### config.mk
export PLATFORM = sky130hd
export DESIGN_NAME = ascon_round_ctrl
export DESIGN_NICKNAME = d
export VERILOG_FILES = /design/src/rtl/ascon_round_ctrl.sv
export SDC_FILE = /design/constraint.sdc
export NUM_CORES = 1
export LEC_CHECK = 0
export BUFFER_PORTS_ARGS = -buffer_cell sky130_fd_sc_hd__buf_2
export CORE_MARGIN = 3
export CORE_UTILIZATION = 50
export DETAILED_ROUTE_END_ITERATION = 8
export GPL_ROUTABILITY_DRIVEN = 0
export GPL_TIMING_DRIVEN = 0
export HOLD_SLACK_MARGIN = 0.06
export MAX_ROUTING_LAYER = met4
export PLACE_DENSITY = 0.78
export REMOVE_ABC_BUFFERS = 1
export SLEW_MARGIN = 5
export SYNTH_ARGS = -nofsm -noshare
export SYNTH_HDL_FRONTEND = slang
export SYNTH_SLANG_ARGS = --single-unit
### constraint.sdc
create_clock -name clock_i -period 2.35 [get_ports clock_i]
set_input_delay 0.1175 -clock clock_i [delete_from_list [all_inputs] [get_ports clock_i]]
set_output_delay 0.1175 -clock clock_i [all_outputs]
set_load 0.02 [all_outputs]
### src/rtl/ascon_round_ctrl.sv
// ascon_round_ctrl: sequencer for the ASCON-128 permutation datapath.
// Steps the 4-bit round counter through p^a (init/final) and p^b (per AD/PT
// block), drives the datapath strobes and handshakes AD, plaintext and tag.
// Optional protocol checker (sticky err_o) is built when the macro
// ASCON_CTRL_PROTO_CHECK_EN is defined.
module ascon_round_ctrl #(
  parameter int NB_ROUNDS_A = 12,
  parameter int NB_ROUNDS_B = 6
) (
  input  logic       clock_i,
  input  logic       reset_i,
  input  logic       start_i,
  input  logic       no_ad_i,
  input  logic       ad_valid_i,
  input  logic       ad_last_i,
  output logic       ad_ready_o,
  input  logic       pt_valid_i,
  input  logic       pt_last_i,
  output logic       pt_ready_o,
  input  logic       tag_ready_i,
  output logic [3:0] round_o,
  output logic       perm_en_o,
  output logic       state_load_o,
  output logic       xor_key_begin_o,
  output logic       xor_key_end_o,
  output logic       xor_data_begin_o,
  output logic       xor_dom_sep_o,
  output logic       cipher_valid_o,
  output logic       tag_valid_o,
  output logic       busy_o
`ifdef ASCON_CTRL_PROTO_CHECK_EN
  ,
  output logic       err_o
`endif
);

  // Round counters always finish at 11, so each permutation begins at
  // 12 - rounds; a single-round permutation starts and ends on round 11.
  localparam logic [3:0] START_A    = 4'(12 - NB_ROUNDS_A);
  localparam logic [3:0] START_B    = 4'(12 - NB_ROUNDS_B);
  localparam logic [3:0] LAST_ROUND = 4'd11;

  typedef enum logic [2:0] {
    S_IDLE,
    S_INIT,
    S_AD_WAIT,
    S_AD_PERM,
    S_PT_WAIT,
    S_PT_PERM,
    S_FINAL,
    S_DONE
  } state_t;

  state_t     state_reg, state_next;
  logic [3:0] round_reg, round_next;
  logic       no_ad_reg, no_ad_next;
  logic       ad_last_reg, ad_last_next;
  logic       last_round;

  assign last_round = (round_reg == LAST_ROUND);

  // State register, round counter and latched per-run flags.
  always_ff @(posedge clock_i) begin
    if (reset_i) begin
      state_reg   <= S_IDLE;
      round_reg   <= 4'd0;
      no_ad_reg   <= 1'b0;
      ad_last_reg <= 1'b0;
    end else begin
      state_reg   <= state_next;
      round_reg   <= round_next;
      no_ad_reg   <= no_ad_next;
      ad_last_reg <= ad_last_next;
    end
  end

  // Next-state, counter update and strobe decode.
  always_comb begin
    state_next       = state_reg;
    round_next       = round_reg;
    no_ad_next       = no_ad_reg;
    ad_last_next     = ad_last_reg;
    perm_en_o        = 1'b0;
    state_load_o     = 1'b0;
    xor_key_begin_o  = 1'b0;
    xor_key_end_o    = 1'b0;
    xor_data_begin_o = 1'b0;
    xor_dom_sep_o    = 1'b0;
    ad_ready_o       = 1'b0;
    pt_ready_o       = 1'b0;
    cipher_valid_o   = 1'b0;
    tag_valid_o      = 1'b0;

    case (state_reg)
      S_IDLE: begin
        if (start_i) begin
          state_next   = S_INIT;
          round_next   = START_A;
          no_ad_next   = no_ad_i;
          ad_last_next = 1'b0;
        end
      end

      S_INIT: begin
        perm_en_o    = 1'b1;
        state_load_o = (round_reg == START_A);
        round_next   = round_reg + 4'd1;
        if (last_round) begin
          xor_key_end_o = 1'b1;
          round_next    = 4'd0;
          if (no_ad_reg) begin
            xor_dom_sep_o = 1'b1;
            state_next    = S_PT_WAIT;
          end else begin
            state_next    = S_AD_WAIT;
          end
        end
      end

      S_AD_WAIT: begin
        ad_ready_o = 1'b1;
        if (ad_valid_i) begin
          state_next   = S_AD_PERM;
          round_next   = START_B;
          ad_last_next = ad_last_i;
        end
      end

      S_AD_PERM: begin
        perm_en_o        = 1'b1;
        xor_data_begin_o = (round_reg == START_B);
        round_next       = round_reg + 4'd1;
        if (last_round) begin
          round_next = 4'd0;
          if (ad_last_reg) begin
            xor_dom_sep_o = 1'b1;
            state_next    = S_PT_WAIT;
          end else begin
            state_next    = S_AD_WAIT;
          end
        end
      end

      S_PT_WAIT: begin
        pt_ready_o = 1'b1;
        if (pt_valid_i) begin
          cipher_valid_o = 1'b1;
          if (pt_last_i) begin
            state_next = S_FINAL;
            round_next = START_A;
          end else begin
            state_next = S_PT_PERM;
            round_next = START_B;
          end
        end
      end

      S_PT_PERM: begin
        perm_en_o        = 1'b1;
        xor_data_begin_o = (round_reg == START_B);
        round_next       = round_reg + 4'd1;
        if (last_round) begin
          round_next = 4'd0;
          state_next = S_PT_WAIT;
        end
      end

      S_FINAL: begin
        perm_en_o        = 1'b1;
        xor_data_begin_o = (round_reg == START_A);
        xor_key_begin_o  = (round_reg == START_A);
        round_next       = round_reg + 4'd1;
        if (last_round) begin
          xor_key_end_o = 1'b1;
          round_next    = 4'd0;
          state_next    = S_DONE;
        end
      end

      S_DONE: begin
        tag_valid_o = 1'b1;
        if (tag_ready_i) begin
          state_next = S_IDLE;
        end
      end

      default: begin
        state_next = S_IDLE;
        round_next = 4'd0;
      end
    endcase
  end

  assign round_o = round_reg;
  assign busy_o  = (state_reg != S_IDLE);

`ifdef ASCON_CTRL_PROTO_CHECK_EN
  logic err_reg;
  logic violation;

  // Misuse of the handshake inputs: AD offered during an AD permutation,
  // plaintext offered before the AD phase is over, or a restart while busy.
  always_comb begin
    violation = 1'b0;
    if (ad_valid_i && (state_reg == S_AD_PERM) && !no_ad_reg)
      violation = 1'b1;
    if (pt_valid_i && ((state_reg == S_AD_WAIT) || (state_reg == S_AD_PERM) ||
                       (state_reg == S_INIT)))
      violation = 1'b1;
    if (start_i && busy_o)
      violation = 1'b1;
  end

  // Sticky error flag, cleared only by reset.
  always_ff @(posedge clock_i) begin
    if (reset_i) begin
      err_reg <= 1'b0;
    end else if (violation) begin
      err_reg <= 1'b1;
    end
  end

  assign err_o = err_reg;
`endif

endmodule
Word-level counts from Yosys, hierarchy flattened
Index checks and enable logic that the tools add are counted.
{ "word_totals": {"reg_bits": 9, "wordCells": 71, "inputBits": 9, "out_inout_bits": 15} }
{ "classes": {"mux": 37, "n_eq_ne": 17, "n_reduce_logical": 12, "add_sub_neg": 1} }
{ "op_table": {"columns": ["cell", "count"], "rows": [
  ["2-to-1 mux 3 bit", 11],
  ["case mux 3 bit (8 select lines)", 1],
  ["2-to-1 mux 1 bit", 16],
  ["2-to-1 mux 4 bit", 4],
  ["!= test 2 bit (second input constant)", 8],
  ["case mux 4 bit (4 select lines)", 1],
  ["== test 3 bit (second input constant)", 4],
  ["AND reduction 8 bit", 1],
  ["== test 3 x 2 -> 1 bit (second input constant)", 2],
  ["case mux 1 bit (2 select lines)", 3],
  ["adder 4 x 1 -> 4 bit (second input constant)", 1],
  ["== test 4 x 3 -> 1 bit (second input constant)", 1],
  ["== test 4 bit (second input constant)", 1],
  ["logical NOT 4 bit", 1],
  ["AND reduction 4 bit", 1],
  ["nonzero test 4 bit", 1],
  ["OR reduction 2 bit", 2],
  ["OR reduction 4 bit", 1],
  ["== test 3 x 1 -> 1 bit (second input constant)", 1],
  ["logical NOT 3 bit", 1],
  ["AND reduction 3 bit", 1],
  ["nonzero test 3 bit", 1],
  ["2-to-1 mux 2 bit", 1],
  ["AND reduction 2 bit", 1],
  ["nonzero test 2 bit", 1]
]} }

Logic depth before layout (Yosys ltp)
{ "logic_depth": {"ltp_word": 4, "ltp_mapped": 6, "mapped_depth_nobuf": 6} }

Worst setup path before layout
Ideal clock, no wire load.
{ "synth_timing": {"path_type": "flip-flop to output port", "startpoint": "register round_reg[0], in the netlist round_o[0]", "endpoint": "output state_load_o", "path_stages_with_launch": 5, "required_ns": 2.233, "path_buffers": 0, "arrival_time_ns": 1.617, "path_slack_ns": 0.615, "cell_sequence": "dfxtp_1 inv_1 ha_1 or3b_2 nor3_1"} }
{ "synth_between": {"elab_chain_cells": 2} }
{ "synth_lines": {"columns": ["element", "line", "rtl"], "rows": [
  ["start: declaration", "55", "logic [3:0] round_reg, round_next;"],
  ["start signal: assignment", "71", "round_reg <= round_next;"],
  ["logical NOT 4 bit", "106", "state_load_o = (round_reg == START_A);"],
  ["2-to-1 mux 1 bit", "94", "case (state_reg)"],
  ["end: declaration", "23", "output logic state_load_o,"]
]} }
Every way passes these cells.

Worst setup path after layout
{ "layout_timing": {"startpoint": "register round_reg[0], in the netlist round_o[0]", "endpoint": "output xor_data_begin_o"} }
{ "layout_between": {"elab_chain_cells": 2, "word_cells_on_any_way": 3, "cone_classes": "eq/ne: 1; mux: 1; reduce/logical: 1"} }
{ "layout_lines": {"columns": ["element", "line", "rtl"], "rows": [
  ["== test 4 x 3 -> 1 bit / logical NOT 4 bit (equally long branches)", "131, 160, 170", null],
  ["case mux 1 bit (2 select lines) (*)", "94", null],
  ["end: declaration", "26", "output logic xor_data_begin_o,"]
]} }
Mark *: on every way between the ends. The rest lies on a longest branch, timed or not.

==> impl_metrics.csv <==
group,metric,value,unit
outcome,run_status,"finished, final reports clean",
floorplanning,core_area,1380,sq um
placement,placed_cells,132,
sta,worst_slew_pin_slew,0.669,ns
clocking,clkLatencyLatePin,0.27,ns
global_routing,antenna_found_initial,0,
critical_path,rr_worst_depth,4,
sta,fmax,0.492,GHz
logic_synthesis,synth_xor_area_share,0,%
routing,wl,2.01,mm
sta,tns,0,ns
critical_path,crit_type,"reg -> out",
global_routing,grt_max_degree,21,
logic_synthesis,yosys_most_used_dff,"dfxtp_1",
run,drv_cap,0,
global_routing,grt.overflow.total,0,
routing,antenna_left,0,
critical_path,end_kind,"output pin",
placement,portBuffers,23,
sta,rsz0062_at_grt,"no",
logic_synthesis,seq_area_frac_synth,22.8,%
global_routing,grtUsageTotal,22.8,%
floorplanning,fp.dieW,45.8,um
clocking,cts-resized-gates,0,
floorplanning,top_level_ports,24,
pwr,pwr_density_cell,1240,nW/um^2
pwr,irDropWorstVdd,670,uV
clocking,cts.sinks,9,
floorplanning,die_h,45.8,um
hold_path,holdCritStartpoint,"no_ad_i",
hold_path,hold_path.class,"in -> reg",
logic_synthesis,synth_edf_count,0,
routing,drtPass1Iterations,4,
sta,period_share,86.5,%
placement,placed_area,870,sq um
routing,vias,827,
logic_synthesis,yosys.cell_count.top_type,"nand2_1",
routing,route.detailed.drc,0,
logic_synthesis,synth_compound_area_share,26.4,%
cells_and_area,drive_above_1_share,26.4,%
critical_path,r2r-start,"state_reg[1]",
cells_and_area,nets,134,
sta,hold_viol_final,0,
sta,skew,0.00413,ns
hold_path,min_to,"no_ad_reg",
floorplanning,die_area,2090,sq um
logic_synthesis,yosys.area_share.simple,31.6,%
cells_and_area,antenna_cells,0,
sta,slew_headroom,55.3,%
pwr,leakage,0.404,nW
critical_path,r2r_slack,0.55,ns
placement,dp_hpwl,1.52,mm
cells_and_area,largest_reg_flops,4,
critical_path,worstSetupStartpoint,"round_o[0]",
critical_path,crit_slowest_cell,"or3b_2",
logic_synthesis,synth-async-reset-ratio,0,%
critical_path,cp_slowest_stage_delay,0.47,ns
clocking,clock-root-buffer,"clkbuf_4",
critical_path,cp.arrival,1.92,ns
cells_and_area,stdcell_area,896,sq um
clocking,post_cts_buffers,0,
logic_synthesis,post_synth_fa_ha_maj_area_fraction,6.01,%
clocking,cts_made_buffers,3,
logic_synthesis,synth_top_area_share,22.8,%
cells_and_area,synthToLayoutAreaGrowth,13.3,%
cells_and_area,fin_util,64.8,%
sta,setup_violations,0,
logic_synthesis,syn_inst,101,
clocking,clock_tree.buffer_depth,2,
logic_synthesis,netlist_top_cells_area,"dfxtp_1 23%, nand2_1 5.7%, a21oi_1 5.1%",
clocking,cts_tree,"built",
clocking,htree_num_levels,1,
logic_synthesis,yosysUniqueCellTypes,41,
clocking,cts_hold_buf,0,
global_routing,grt_first_pass_wirelength,3.26,mm
logic_synthesis,ys_warn_count,0,
critical_path,r2r-end,"round_o[2]",
global_routing,first_global_vias,688,
clocking,clkTransAtPathRegs,0.06,ns
sta,whs,0.0957,ns
logic_synthesis,ys_ff_latch,9,
sta,period_needed,2.03,ns
routing,drtIter0Drc,28,
hold_path,holdPathStages,3,
critical_path,start_kind,"flip-flop",
critical_path,critPathMaxFanout,6,
routing,drt-vias-per-instance,6.08,
logic_synthesis,muxShareOfSynthArea,3.80,%
logic_synthesis,syn-mean-instance-area,7.83,sq um
cells_and_area,stdcell_count,136,
logic_synthesis,synth_top_family_by_area,"simple AND/OR/NAND/NOR gates",
critical_path,worstPathRequired,2.23,ns
floorplanning,initial_core_util,57.2,%
logic_synthesis,yosys-top-cells-count,"12 x nand2_1, 9 x dfxtp_1, 8 x a21oi_1",
critical_path,path_cells,"inv_1 -> ha_1 -> or3b_2 -> o22ai_1 -> nand2_1 -> o31ai_1 -> buf_2",
floorplanning,row_count,13,
cells_and_area,nFillCells,127,
sta,slew_violations,0,
routing,wl_per_cell,14.8,um
logic_synthesis,yosysTopAreaCell,"dfxtp_1",
logic_synthesis,synth_area,791,sq um
critical path: cells and delay by family, from the launching register on:
family | cells | cell delay, ns
buffers and inverters | 2 | 0.32
adders and majority gates | 1 | 0.14
DFF | 1 | 0.38
and+or+nand+nor | 2 | 0.54
AOI/OAI and AO/OA | 2 | 0.27
metal layers:
layer	wire length (um)	GRT usage [%]
met1	932	31.0
met2	905	31.2
met3	120	3.56
met4	50	13.6
met5	0	-
stage by stage:
step | setup WS, ns | power (mW)
after global placement | 0.611 | 0.964
final | 0.316 | 1.11
after detailed placement | 0.564 | 0.990
after floorplan | 0.615 | 0.791
after global routing | 0.209 | 1.22
after CTS | 0.313 | 1.12
final cells by class:
type / count / area, sq um / share of cell area [%]
multi-input combinational: 80 / 537 / 59.9
sequential: 9 / 180 / 20.1
clock buffer: 4 / 26.3 / 2.93
tap: 15 / 18.8 / 2.09
timing repair buffer: 23 / 115 / 12.8
inverter: 5 / 18.8 / 2.09
report_power, final:
| group | switching, mW | internal [mW] | leakage, nW | total (mW) |
|---|---|---|---|---|
| clock network | 0.0588 | 0.0657 | 0.0150 | 0.125 |
| registers | 0.151 | 0.202 | 0.0736 | 0.354 |
| logic | 0.367 | 0.267 | 0.316 | 0.634 |
cells by family after synthesis:
family	after synthesis
and+or+nand+nor	42
AOI/OAI and AO/OA	31
buffers and inverters	12
DFF	9
adders and majority gates	4
muxes	3
placed cells by master (no fill, tap or decap), types with 2 or more instances in the layout:
master and count:
mux2i_1 3, nor3_1 4, clkbuf_4 3, or3b_2 2, inv_1 5, nand3_1 3
nand2b_1 2, o21ai_0 7, nand4b_1 2, o22ai_1 2, dfxtp_1 9, and3_1 2
buf_2 23, nand2_1 12, o31ai_1 2, a21oi_1 8, ha_1 3, nand3b_1 2
nor2_1 6
how the worst max path moves through the flow:
stage                             to  slack (ns)  cells past startpoint
floorplan               state_load_o        0.62                      4
global placement          round_o[2]        0.61                      4
detailed placement        round_o[2]        0.56                      4
CTS                 xor_data_begin_o        0.31                      7
global route        xor_data_begin_o        0.21                      7
finish              xor_data_begin_o        0.32                      7
No activity file was read; power rests on OpenSTA's default activity.
